<file path="src/rtl/mdu_pkg.sv">
// Shared op codes and FSM encoding for the iterative multiply/divide unit.
package mdu_pkg;

  localparam logic [2:0] OP_MULT  = 3'b000;
  localparam logic [2:0] OP_MULTU = 3'b001;
  localparam logic [2:0] OP_DIV   = 3'b010;
  localparam logic [2:0] OP_DIVU  = 3'b011;
  localparam logic [2:0] OP_MTHI  = 3'b100;
  localparam logic [2:0] OP_MTLO  = 3'b101;

  typedef enum logic [1:0] {IDLE, RUN, FIX} state_t;

  // MULT/MULTU/DIV/DIVU share the multi-cycle datapath; op[1] selects divide, op[0] unsigned.
  function automatic logic is_arith(input logic [2:0] op);
    return op[2] == 1'b0;
  endfunction

endpackage

</file>
<file path="src/rtl/mdu_step.sv">
// One radix-2 iteration on {acc, q}: shift-add multiply or restoring divide.
// Purely combinational; the caller registers the result once per cycle.
module mdu_step #(
  parameter int WIDTH = 32
) (
  input  logic             is_div,
  input  logic [WIDTH-1:0] acc,
  input  logic [WIDTH-1:0] q,
  input  logic [WIDTH-1:0] b,
  output logic [WIDTH-1:0] acc_nxt,
  output logic [WIDTH-1:0] q_nxt
);

  logic [WIDTH:0]   sum;
  logic [WIDTH:0]   rem;
  logic [WIDTH-1:0] diff;

  always_comb begin
    sum     = {1'b0, acc} + {1'b0, b};
    rem     = {acc, q[WIDTH-1]};
    // acc < b holds between steps, so a successful subtract always fits in WIDTH bits
    diff    = rem[WIDTH-1:0] - b;
    acc_nxt = '0;
    q_nxt   = '0;
    if (is_div) begin
      if (rem >= {1'b0, b}) begin
        acc_nxt = diff;
        q_nxt   = {q[WIDTH-2:0], 1'b1};
      end else begin
        acc_nxt = rem[WIDTH-1:0];
        q_nxt   = {q[WIDTH-2:0], 1'b0};
      end
    end else if (q[0]) begin
      acc_nxt = sum[WIDTH:1];
      q_nxt   = {sum[0], q[WIDTH-1:1]};
    end else begin
      acc_nxt = {1'b0, acc[WIDTH-1:1]};
      q_nxt   = {acc[0], q[WIDTH-1:1]};
    end
  end

endmodule

</file>
<file path="src/rtl/mdu_seq.sv">
// Iterative MULT/DIV unit with HI/LO; result and done WIDTH+1 edges after accept.
// No queueing: start is ignored while busy, the pipeline stalls on busy.
module mdu_seq
  import mdu_pkg::*;
#(
  parameter int WIDTH = 32,
  parameter int CW    = 6
) (
  input  logic             CLK,
  input  logic             RST,
  input  logic             start,
  input  logic [2:0]       op,
  input  logic [WIDTH-1:0] rs,
  input  logic [WIDTH-1:0] rt,
  output logic             busy,
  output logic             done,
  output logic             div_by_zero,
  output logic [WIDTH-1:0] HI,
  output logic [WIDTH-1:0] LO
);

  state_t             state;
  logic [CW-1:0]      cnt;
  logic [WIDTH-1:0]   acc, q, b;
  logic [WIDTH-1:0]   acc_nxt, q_nxt;
  logic               is_div, neg_q, neg_r, dz;
  logic               sa, sb;
  logic [WIDTH-1:0]   abs_a, abs_b;
  logic [2*WIDTH-1:0] prod;

  // Signed ops run on magnitudes; the sign is reapplied in FIX.
  assign sa    = ~op[0] & rs[WIDTH-1];
  assign sb    = ~op[0] & rt[WIDTH-1];
  assign abs_a = sa ? -rs : rs;
  assign abs_b = sb ? -rt : rt;
  assign prod  = {acc, q};

  mdu_step #(.WIDTH(WIDTH)) u_step (
    .is_div  (is_div),
    .acc     (acc),
    .q       (q),
    .b       (b),
    .acc_nxt (acc_nxt),
    .q_nxt   (q_nxt)
  );

  always_ff @(posedge CLK or posedge RST) begin
    if (RST) begin
      state       <= IDLE;
      cnt         <= '0;
      acc         <= '0;
      q           <= '0;
      b           <= '0;
      is_div      <= 1'b0;
      neg_q       <= 1'b0;
      neg_r       <= 1'b0;
      dz          <= 1'b0;
      busy        <= 1'b0;
      done        <= 1'b0;
      div_by_zero <= 1'b0;
      HI          <= '0;
      LO          <= '0;
    end else begin
      done <= 1'b0;
      case (state)
        IDLE: begin
          if (start && is_arith(op)) begin
            acc         <= '0;
            q           <= abs_a;
            b           <= abs_b;
            is_div      <= op[1];
            neg_q       <= sa ^ sb;
            neg_r       <= sa;
            dz          <= op[1] & (rt == '0);
            cnt         <= CW'(WIDTH);
            busy        <= 1'b1;
            div_by_zero <= 1'b0;
            state       <= RUN;
          end else if (start && op == OP_MTHI) begin
            HI          <= rs;
            div_by_zero <= 1'b0;
          end else if (start && op == OP_MTLO) begin
            LO          <= rs;
            div_by_zero <= 1'b0;
          end
        end
        RUN: begin
          acc <= acc_nxt;
          q   <= q_nxt;
          cnt <= cnt - CW'(1);
          if (cnt == CW'(1)) state <= FIX;
        end
        FIX: begin
          if (is_div) begin
            // Divide by zero leaves the dividend in acc, so HI naturally returns rs.
            LO <= dz ? '1 : (neg_q ? -q : q);
            HI <= neg_r ? -acc : acc;
          end else begin
            {HI, LO} <= neg_q ? -prod : prod;
          end
          div_by_zero <= dz;
          done        <= 1'b1;
          busy        <= 1'b0;
          state       <= IDLE;
        end
        default: state <= IDLE;
      endcase
    end
  end

endmodule
</file>
<file path="config.mk">
export PLATFORM = sky130hd
export DESIGN_NAME = mdu_seq
export DESIGN_NICKNAME = d
export VERILOG_FILES = /design/src/rtl/mdu_pkg.sv /design/src/rtl/mdu_step.sv /design/src/rtl/mdu_seq.sv
export SDC_FILE = /design/constraint.sdc
export NUM_CORES = 1
export LEC_CHECK = 0
export ABC_CLOCK_PERIOD_IN_PS = 10600
export CAP_MARGIN = 10
export CORE_MARGIN = 2
export CORE_UTILIZATION = 50
export DETAILED_ROUTE_END_ITERATION = 10
export PLACE_DENSITY = 0.71
export SYNTH_ARGS = -nofsm -noshare
export SYNTH_HDL_FRONTEND = slang
export SYNTH_SLANG_ARGS = --single-unit
</file>
<file path="constraint.sdc">
create_clock -name CLK -period 10.6 [get_ports CLK]
set_clock_uncertainty 0.1 [all_clocks]
set_input_delay 1.06 -clock CLK [delete_from_list [all_inputs] [get_ports CLK]]
set_output_delay 1.06 -clock CLK [all_outputs]
set_load 0.1 [all_outputs]
</file>
======== Yosys cells after proc, flatten, opt, wreduce, memory -nomap -nowiden ========
Index checks and enable logic that the tools add are counted.
word-level totals
  flip-flop bits (word level) ............. 175
  word-level logic and storage cells ...... 92
  input port bits ......................... 70
  output and inout port bits .............. 67
operators by class
  add/sub/neg operators ................... 8
  $lt $le $gt $ge ......................... 1
  multiplexer cells ....................... 37
  reductions and logical operators ........ 14
  bitwise gates (word level) .............. 6
  equal/unequal tests ..................... 12
operator list
  operator                                           number
  2-to-1 mux 32 bit                                  19
  case mux 32 bit (2 select lines)                   4
  negator 32 bit                                     4
  2-to-1 mux 64 bit                                  1
  negator 64 bit                                     1
  adder 32 x 32 -> 33 bit                            1
  greater-or-equal comparator 33 x 32 -> 1 bit       1
  zero test 32 bit                                   1
  subtractor 32 bit                                  1
  != test 2 bit (second input constant)              6
  case mux 6 bit (2 select lines)                    1
  AND reduction 2 bit                                5
  == test 3 bit (second input constant)              2
  == test 6 x 1 -> 1 bit (second input constant)     1
  2-to-1 mux 1 bit                                   6
  2-to-1 mux 6 bit                                   1
  subtractor 6 x 1 -> 6 bit (second input constant)  1
  2-to-1 mux 2 bit                                   2
  != test 4 bit (second input constant)              1
  case mux 1 bit (2 select lines)                    2
  case mux 2 bit (2 select lines)                    1
  AND reduction 4 bit                                1
  nonzero test 2 bit                                 2
  bitwise AND 1 bit                                  3
  7 further kinds                                    10

======== Longest topological paths before layout ========
Gate-level depths: netlist of run 1.
  depth after elaboration ................. 6
  mapped depth ............................ 14
  depth with buffers taken out ............ 13

======== Cells and area by module ========
A second synthesis of run 1 with hierarchy kept.
unflattened totals
  cells, all modules ...................... 2027
  area, all modules ....................... 15747.6 um^2
by module, submodules not included
  module    instances  cells an instance  sequential area each (um^2)  area each (um^2)
  mdu_seq   1          1275               4379.2                       10627.7
  mdu_step  1          752                0.0                          5119.9

======== Least setup slack after synthesis of run 1 ========
OpenSTA, ideal clock, no wires.
  path type ............................... input -> register
  start point ............................. in rt[4]
  end point ............................... reg b[28]
  slack ................................... 7.170 ns
  setup time .............................. 0.133 ns
  required time ........................... 10.367 ns
  stages on the path ...................... 9
  arrival time ............................ 3.197 ns
  buffers on the path ..................... 0
  path through ............................ or3_1 > nor3b_1 > nand2_1 > or3_1 > nor3_1 > nand2_1 > o31ai_1 > xor2_1 > o21ai_0
on the way
  longest elaborated chain between the ends .. 2
RTL lines
  item                  RTL line       RTL
  from (decl)           mdu_seq.sv:14  input logic [WIDTH-1:0] rt,
  negator 32 bit        mdu_seq.sv:35  assign abs_b = sb ? -rt : rt;
  2-to-1 mux 32 bit     mdu_seq.sv:35
  to (signal assigned)  mdu_seq.sv:70  b <= abs_b;
  to (decl)             mdu_seq.sv:24  logic [WIDTH-1:0] acc, q, b;
Every way passes these cells.
A chain may end at the register's enable or synchronous reset.

======== Worst setup path in the final report of run 1 ========
  start point ............................. reg q[31]
  end point ............................... reg acc[13]
on the way
  longest elaborated chain between the ends .. 4
  elaborated cells between the ends (all ways) .. 5
  those cells by class .................... add/sub: 1; order compare: 1; mux: 3
RTL lines
  item                                                                               RTL line                        RTL
  from (decl)                                                                        mdu_seq.sv:24
  from (signal assigned)                                                             mdu_seq.sv:69                   q <= abs_a;
  from (signal assigned)                                                             mdu_seq.sv:89                   q <= q_nxt;
  subtractor 32 bit or greater-or-equal comparator 33 x 32 -> 1 bit (tied branches)  mdu_step.sv:22, mdu_step.sv:26
  2-to-1 mux 32 bit *                                                                mdu_step.sv:26                  if (rem >= {1'b0, b}) begin
  2-to-1 mux 32 bit *                                                                mdu_step.sv:25                  if (is_div) begin
  case mux 32 bit (2 select lines) *                                                 mdu_seq.sv:65                   case (state)
  to (signal assigned)                                                               mdu_seq.sv:88                   acc <= acc_nxt;
  to (decl)                                                                          mdu_seq.sv:24
Mark *: on every way between the ends. The rest lies on a longest branch, timed or not.

==> results of run 1 <==
==> stage by stage <==
step / std cells / utilization / area [um^2] / worst slack, ns / hold WS [ns]
2_1_floorplan: 1844 / - / 14600 / 4.69 / 0.346
3_3_place_gp: 2254 / 0.559 / 16100 / 6.14 / 0.360
3_5_place_dp: 2254 / 0.559 / 16100 / 6.04 / 0.363
4_1_cts: 2286 / 0.580 / 16700 / 6.36 / 0.377
5_1_grt: 2286 / 0.580 / 16700 / 6.18 / 0.398
6_report: 2286 / 0.580 / 16700 / 6.23 / 0.375
==> how the worst max path moves through the flow <==
| stage | cells past startpoint | startpoint | slack, ns | to |
|---|---|---|---|---|
| final | 12 | q[31] | 6.23 | acc[13] |
| after global routing | 12 | q[31] | 6.18 | acc[13] |
| after CTS | 9 | q[5] | 6.36 | HI[27] |
| after detailed placement | 10 | rt[2] | 6.04 | b[28] |
| after global placement | 10 | rt[2] | 6.14 | b[28] |
| after floorplan | 1 | RST | 4.69 | HI[0] |
==> kinds of logic after synthesis <==
group / after synthesis / share of synthesized area
AO/OA/AOI/OAI: 624 / 0.260
AND/OR/NAND/NOR: 539 / 0.174
buffers and inverters: 195 / 0.0552
flip-flops: 175 / 0.299
XOR/XNOR: 171 / 0.102
adder cells (fa/ha/maj): 72 / 0.0626
multiplexers: 68 / 0.0466
==> per-layer routing <==
| layer | share of wire | vias to the layer above |
|---|---|---|
| li1 | - | 6751 |
| met1 | 0.43 | 6704 |
| met2 | 0.46 | 658 |
| met3 | 0.065 | 114 |
| met4 | 0.037 | 0 |
| met5 | 0 | - |
==> cells in the final DEF (no fill, tap or decap), types with 22 or more instances in the layout <==
cell type / count
nand2_1: 201
a21oi_1: 134
o22ai_1: 35
o31ai_1: 23
nand3_1: 23
nor3_1: 42
dfrtp_1: 174
mux2i_1: 67
a211oi_1: 25
a21o_1: 27
ha_1: 70
nand2b_1: 22
xor2_1: 65
inv_1: 70
o21ai_0: 226
xnor2_1: 106
nor2_1: 125
o211ai_1: 29
a31oi_1: 25
clkdlybuf4s50_1: 136
==> cell type report <==
type / count / area (um^2) / share of cell area
clock buffers: 18 / 439 / 0.0263
well taps: 384 / 480 / 0.0288
multi-input cells: 1474 / 9490 / 0.568
clock inverters: 14 / 168 / 0.0100
flip-flops and latches: 175 / 4380 / 0.262
inverters: 71 / 272 / 0.0163
repair buffers: 150 / 1470 / 0.0879
==> flip-flops by register name (all words and copies together), names as in the netlist <==
signal and flops:
HI 32, LO 32, acc 32, b 32, q 32, cnt 6
state 2, busy 1, div_by_zero 1, done 1, dz 1, is_div 1
neg_q 1, neg_r 1
==> critical path, delay by kind of cell (launching register included) <==
kind,cells,cell delay (ns)
and+or+nand+nor,1,0.16
DFF,1,0.56
muxes,1,0.40
buffers and inverters,2,0.69
AOI/OAI and AO/OA,7,2.02
adders and majority gates,1,0.22
==> flow_summary_export.csv, run 1 <==
group,metric,value,unit
status,outcome,"completed",
critical_path,cp_slowest_cell,"a211oi_1",
die,rows,62,
synthesis,yosysTopAreaCellShare,0.299,
timing,setup_tns,0,ns
critical_path,criticalPathCategory,"reg2reg",
die,die_w,175,um
timing,period_minus_slack,4.37,ns
min_path,hp-class,"reg2reg",
place,place_hpwl,33.7,mm
synthesis,synth_top_flop_cell,"dfrtp_1",
route,post-route-drc-count,0,
clock_network,worstSkewPairLatency,0.45,ns
clock_network,cts_buffers,17,
synthesis,synthArstFlopShare,1.00,
synthesis,synth_cells,1844,
critical_path,r2r-end,"acc[13]",
timing,finalCritPeriodShare,0.412,
global_routing,gr-usage-all-layers,0.299,
critical_path,endpoint_kind,"flip-flop",
synthesis,avgSynthCellArea,7.94,um^2
finish,area_growth_syn_to_layout,14.0,%
global_routing,antenna_found_initial,0,
synthesis,yosys.cell_types.count,73,
place,finalWeightedCongestion,0.921,
synthesis,seq_area_frac_synth,0.299,
timing,worst-slew-pin-transition,1.20,ns
critical_path,path_max_fanout,46,
min_path,hold_depth,2,
min_path,hold-path-endpoint,"busy",
clock_network,postCtsHoldBufs,0,
synthesis,synth.net_count,1986,
timing,slew_violations,0,
synthesis,syn-cell-area,14600,um^2
route,drt-initial-drc-count,1211,
global_routing,grt_pass1_wl,72.9,mm
global_routing,grt_max_degree,106,
global_routing,grtUsageMet2,0.485,
critical_path,slowest_delay,0.57,ns
clock_network,path_clk_slew,0.07,ns
global_routing,met3_usage,0.0409,
timing,setup_violations,0,
timing,hold_viol,0,
finish,num_antenna_cells,0,
global_routing,met1_usage,0.404,
global_routing,busiest_layer,"met2",
finish,fillers,2651,
route,via_per_inst,6.22,
route,vias,14200,
clock_network,cts_root_buf,"clkbuf_16",
place,portBuffers,136,
timing,fmaxAchievable,0.229,GHz
timing,relSlewSlack,0.197,
clock_network,cts_setup_buffers,0,
die,core-area,28800,um^2
synthesis,synth_common_cells,"o21ai_0 (227), nand2_1 (201), dfrtp_1 (175), a21oi_1 (135), nor2_1 (125)",
synthesis,ys_ff_latch,175,
die,pin_count,137,
critical_path,cp_cell_sequence,"inv_1 -> ha_1 -> nand2b_1 -> a211oi_1 -> o21ai_0 -> a31oi_1 -> a21oi_1 -> a21oi_4 -> buf_4 -> mux2_2 -> a21oi_1 -> o21ai_0",
synthesis,yosysMostFrequentCell,"o21ai_0",
route,routedWlPerCell,20.2,um
die,die_y,175,um
route,first_pass_iters,7,
critical_path,critPathArrivalTime,4.56,ns
clock_network,tritoncts,"done",
timing,rsz0062_at_grt,"no",
finish,nNetsFinal,2031,
route,wirelength,46.2,mm
critical_path,cp.required,10.79,ns
critical_path,r2r-start,"q[31]",
global_routing,grt_overflow_total,0,
die,die-area,30700,um^2
flow_run,cap_violations,0,
clock_network,clock_sinks,175,
global_routing,grt_pass1_vias,13200,
clock_network,clock_path_buffers,2,
critical_path,reg2reg_slack,6.23,ns
synthesis,synth-edff-count,0,
synthesis,synth_area_leader_cell,"dfrtp_1",
min_path,hp-start,"busy",
finish,drive_above_1_share,0.0400,
synthesis,yosys-top-cells-area,"dfrtp_1 (30%), o21ai_0 (7.8%), xnor2_1 (6.3%)",
clock_network,post_cts_resized,0,
route,ant_nets,0,
critical_path,reg2reg_depth,12,
synthesis,yosys_warnings,0,
critical_path,start_kind,"flip-flop",
die,initial_core_util,0.509,
clock_network,htree_levels,4,
Power of run 1 is not shown: default switching activity piles up to over one toggle a cycle in this logic, so the estimate is an artifact.
==> inputs of run 2 (changes only) <==
--- a/config.mk
+++ b/config.mk
@@ -5,7 +5,7 @@
 export SDC_FILE = /design/constraint.sdc
 export NUM_CORES = 1
 export LEC_CHECK = 0
-export ABC_CLOCK_PERIOD_IN_PS = 10600
+export ABC_CLOCK_PERIOD_IN_PS = 4100
 export CAP_MARGIN = 10
 export CORE_MARGIN = 2
 export CORE_UTILIZATION = 50
==> constraint.sdc (replaced) <==
create_clock -name CLK -period 4.1 [get_ports CLK]
set_clock_uncertainty 0.1 [all_clocks]
set_input_delay 0.41 -clock CLK [delete_from_list [all_inputs] [get_ports CLK]]
set_output_delay 0.41 -clock CLK [all_outputs]
set_load 0.1 [all_outputs]
==> run 2 against run 1 <==
  * Hold slack got worse by 0.073 ns
  * Critical path depth fell by 1
  * Count of clock-buffer cells in the layout did not move
  * Die area did not move
  * Cell count rose by 2.6%
  * Core utilization rose by 1.6 points
  * Highest routed layer unchanged
  * Sequential cell count did not move
  * Register-to-register slack got worse by 5.9 ns
  * Setup slack got worse by 5.9 ns
  * Routed wire length rose by 6.6%
==> flow_summary_export.csv, run 2 (synthesis gave the netlist of run 1 again) <==
group,metric,value,unit
status,outcome,"completed",
timing,worst-slew-pin-transition,1.06,ns
global_routing,grt_overflow_total,0,
finish,nNetsFinal,2090,
clock_network,cts_root_buf,"clkbuf_16",
route,ant_nets,0,
finish,multi_input_area,9490,um^2
route,routedWlPerCell,21.0,um
critical_path,startpoint,"acc[3]",
clock_network,cts_setup_buffers,0,
timing,hold_viol,0,
critical_path,slowest_delay,0.65,ns
place,finalWeightedCongestion,1.01,
die,pin_count,137,
critical_path,cp.required,4.32,ns
clock_network,worstSkewPairLatency,0.45,ns
min_path,hp-class,"in2async",
finish,drive_above_1_share,0.0688,
critical_path,cp_slowest_cell,"a21oi_1",
timing,rsz0062_at_grt,"no",
place,place_ws,0.356,ns
timing,relSlewSlack,0.294,
finish,area_growth_syn_to_layout,17.2,%
timing,period_minus_slack,3.80,ns
global_routing,grt_pass1_wl,78.2,mm
finish,fillers,2674,
global_routing,antenna_found_initial,0,
route,via_per_inst,6.27,
timing,setup_ws,0.298,ns
critical_path,path_max_fanout,12,
finish,num_antenna_cells,0,
timing,fmaxAchievable,0.263,GHz
critical_path,critPathArrivalTime,4.03,ns
critical_path,start_kind,"flip-flop",
global_routing,grt_pass1_vias,14200,
place,place_hpwl,37.1,mm
die,die_w,175,um
flow_run,cap_violations,0,
critical_path,crit_path_frequent_cell,"a21oi_1",
critical_path,criticalPathCategory,"reg2reg",
global_routing,gr-usage-all-layers,0.322,
route,first_pass_iters,6,
clock_network,path_clk_slew,0.07,ns
finish,layout_common_cells,"o21ai_0 (227), nand2_1 (201), dfrtp_1 (174)",
critical_path,cp_cell_sequence,"ha_1 -> a21oi_1 -> nand2_1 -> o21ai_0 -> a31oi_1 -> a21oi_1 -> a21oi_4 -> buf_4 -> or2_2 -> a21oi_1 -> nor3_1",
clock_network,htree_levels,4,
finish,final_common_cell,"o21ai_0",
route,post-route-drc-count,0,
die,die_y,175,um
route,drt-initial-drc-count,1398,
clock_network,tritoncts,"done",
critical_path,r2r-start,"acc[3]",
die,rows,62,
critical_path,critical_path_buf_inv_count,1,
clock_network,cts_buffers,17,
timing,slew_violations,0,
timing,setup_violations,0,
die,core-area,28800,um^2
die,initial_core_util,0.509,
critical_path,endpoint_kind,"flip-flop",
place,portBuffers,136,
finish,regArea,4380,um^2
clock_network,postCtsHoldBufs,0,
clock_network,clock_sinks,175,
route,wirelength,49.2,mm
route,vias,14700,
die,die-area,30700,um^2
timing,setup_tns,0,ns
timing,finalCritPeriodShare,0.927,
global_routing,grt_max_degree,106,
clock_network,clock_path_buffers,2,
clock_network,post_cts_resized,0,
critical_path,path_delay_family,"compound AO/OA/AOI/OAI gates",
## run 2: cell count changes in the layout (fill, tap and decap cells not counted), sizes merged
cell / delta
buf: +58
inv: -6
clkinv: +4
clkinvlp: +2
a21oi: +1
## run 2: area by class of cell
type	count	area share
multi-input cells	1475	0.554
flip-flops and latches	175	0.255
repair buffers	208	0.112
well taps	384	0.0280
clock buffers	18	0.0256
inverters	71	0.0158
clock inverters	14	0.00919
## run 2: worst paths after layout
| kind | to | slack, ns | cells after the start |
|---|---|---|---|
| max in group asynchronous | is_div | 2.62 | 3 |
| worst min register to register | busy | 0.38 | 2 |
| worst max register to register | acc[31] | 0.30 | 11 |
| min in group CLK | busy | 0.38 | 2 |
| worst max-delay path | acc[31] | 0.30 | 11 |
| worst min-delay path | q[3] | 0.30 | 2 |
## run 2: stage by stage
stage,instance area (um^2),instances,utilization,hold WS (ns)
3_5_place_dp,16500,2312,0.575,0.364
3_3_place_gp,16500,2312,0.575,0.360
4_1_cts,17100,2344,0.596,0.322
5_1_grt,17100,2345,0.596,0.359
2_1_floorplan,14600,1844,-,0.346
6_report,17100,2345,0.596,0.302
## run 2: layer usage
| layer | vias up | wire length (um) | global-route usage |
|---|---|---|---|
| li1 | 6901 | - | - |
| met1 | 6944 | 21100 | 0.433 |
| met2 | 754 | 22500 | 0.520 |
| met3 | 109 | 3910 | 0.0479 |
| met4 | 0 | 1760 | 0.130 |
| met5 | - | 0 | 0 |
Power of run 2 is left out for the same reason.
==> inputs of run 3 (changes only) <==
--- a/config.mk
+++ b/config.mk
@@ -7,7 +7,7 @@
 export LEC_CHECK = 0
 export ABC_CLOCK_PERIOD_IN_PS = 4100
 export CAP_MARGIN = 10
-export CORE_MARGIN = 2
+export CORE_MARGIN = 1
 export CORE_UTILIZATION = 50
 export DETAILED_ROUTE_END_ITERATION = 10
 export PLACE_DENSITY = 0.71
==> run 3 against run 2 <==
  * Count of clock-buffer cells in the layout is the same
  * Setup slack better by 0.18 ns
  * Hold slack got worse by 0.056 ns
  * Die area decreased by 2.3%
  * Via count shrank 1.5%
  * First-iteration DRC count down 7.9%
  * Register-to-register slack improved by 0.18 ns
  * Non-clock buffer count decreased by 21
  * Critical path depth fell by 1
  * Critical path type unchanged
  * Largest cell class unchanged
  * Highest routed layer unchanged
==> flow_summary_export.csv, run 3 (synthesis gave the netlist of run 1 again) <==
group,metric,value,unit
finish,area_growth_syn_to_layout,16.1,%
route,drt-initial-drc-count,1288,
place,place_hpwl,35.2,mm
clock_network,cts_root_buf,"clkbuf_16",
route,wirelength,46.9,mm
critical_path,criticalPathCategory,"reg2reg",
timing,setup_violations,0,
timing,setup_tns,0,ns
timing,hold_viol,0,
timing,slew_violations,0,
finish,fin_cells,2323,
clock_network,worstSkewPairLatency,0.45,ns
timing,worst-slew-pin-transition,1.07,ns
global_routing,grt_overflow_total,0,
global_routing,antenna_found_initial,0,
die,initial_core_util,0.509,
clock_network,tritoncts,"done",
place,finalWeightedCongestion,0.955,
die,core-area,28800,um^2
clock_network,path_clk_slew,0.07,ns
route,ant_nets,0,
critical_path,path_max_fanout,10,
critical_path,critPathArrivalTime,3.87,ns
die,rows,62,
critical_path,start_kind,"flip-flop",
route,first_pass_iters,6,
route,wl_met3,3.17,mm
timing,rsz0062_at_grt,"no",
finish,drive_above_1_share,0.0583,
route,routedWlPerCell,20.2,um
clock_network,htree_levels,4,
place,portBuffers,136,
die,pin_count,137,
critical_path,reg2reg_slack,0.48,ns
timing,finalCritPeriodShare,0.883,
clock_network,postCtsHoldBufs,0,
critical_path,endpoint_kind,"flip-flop",
min_path,hp-class,"in2async",
clock_network,post_cts_resized,0,
finish,fin_area,17000,um^2
finish,final_common_cell,"o21ai_0",
finish,nNetsFinal,2068,
timing,fmaxAchievable,0.276,GHz
global_routing,grt_max_degree,106,
clock_network,cts_buffers,17,
clock_network,clock_sinks,175,
route,met2_length,21.7,mm
route,vias,14500,
die,die-area,30000,um^2
die,die_y,173,um
clock_network,clock_path_buffers,2,
timing,relSlewSlack,0.289,
place,place_ws,0.383,ns
global_routing,grt_pass1_vias,13700,
route,via_per_inst,6.24,
die,die_w,173,um
global_routing,grt_pass1_wl,75.1,mm
place,placedCellCount,2291,
finish,layout_common_cells,"o21ai_0 (227), nand2_1 (201), dfrtp_1 (174)",
route,post-route-drc-count,0,
timing,setup_ws,0.482,ns
place,place_area,16400,um^2
route,topRoutingLayerUsed,"met4",
status,outcome,"completed",
global_routing,gr-usage-all-layers,0.315,
route,wl_met1,20.4,mm
finish,num_antenna_cells,0,
timing,period_minus_slack,3.62,ns
critical_path,cp.required,4.36,ns
flow_run,cap_violations,0,
clock_network,cts_setup_buffers,0,
-- run 3: cell count changes in the layout (fill, tap and decap cells not counted) --
cell        change
clkinv_2        -1
a21oi_2         -1
inv_6           +3
buf_4          -21
clkinv_4        -3
inv_8           +1
clkinvlp_4      -1
clkinv_8        +1
-- run 3: area by class of cell --
cell class | instances | area, um^2
inverters | 71 | 270
clock inverters | 14 | 173
clock buffers | 18 | 439
flip-flops and latches | 175 | 4380
fillers | 2653 | 11800
well taps | 384 | 480
multi-input cells | 1474 | 9490
repair buffers | 187 | 1770
-- run 3: worst paths after layout --
kind / startpoint / to / cells past startpoint
setup / recovery: acc[1] / acc[26] / 10
hold / removal: RST / HI[24] / 2
setup reg to reg: acc[1] / acc[26] / 10
hold reg to reg: busy / busy / 2
max in group asynchronous: RST / acc[30] / 3
min in group CLK: busy / busy / 2
-- run 3: worst max-delay path, stage by stage, from the launching register on --
cell and delay [ns]:
dfrtp_1 0.53, ha_1 0.31, a211oi_1 0.43, o21ai_0 0.22, a31oi_1 0.41, o21bai_1 0.24, a211oi_1 0.62, o21ai_0 0.23
xor2_1 0.16, nand2_1 0.07, a211oi_1 0.21
-- run 3: metal layers --
layer,GRT usage,vias up
li1,-,6826
met5,0,-
met1,0.427,6893
met2,0.512,658
met4,0.133,0
met3,0.0356,111
-- run 3: metrics by stage --
step                      hold slack (ns)   util
after floorplan                     0.346      -
after global placement              0.359  0.569
after detailed placement            0.368  0.569
after CTS                           0.249  0.591
after global routing                0.289  0.591
final                               0.246  0.591
Power of run 3 is left out for the same reason.
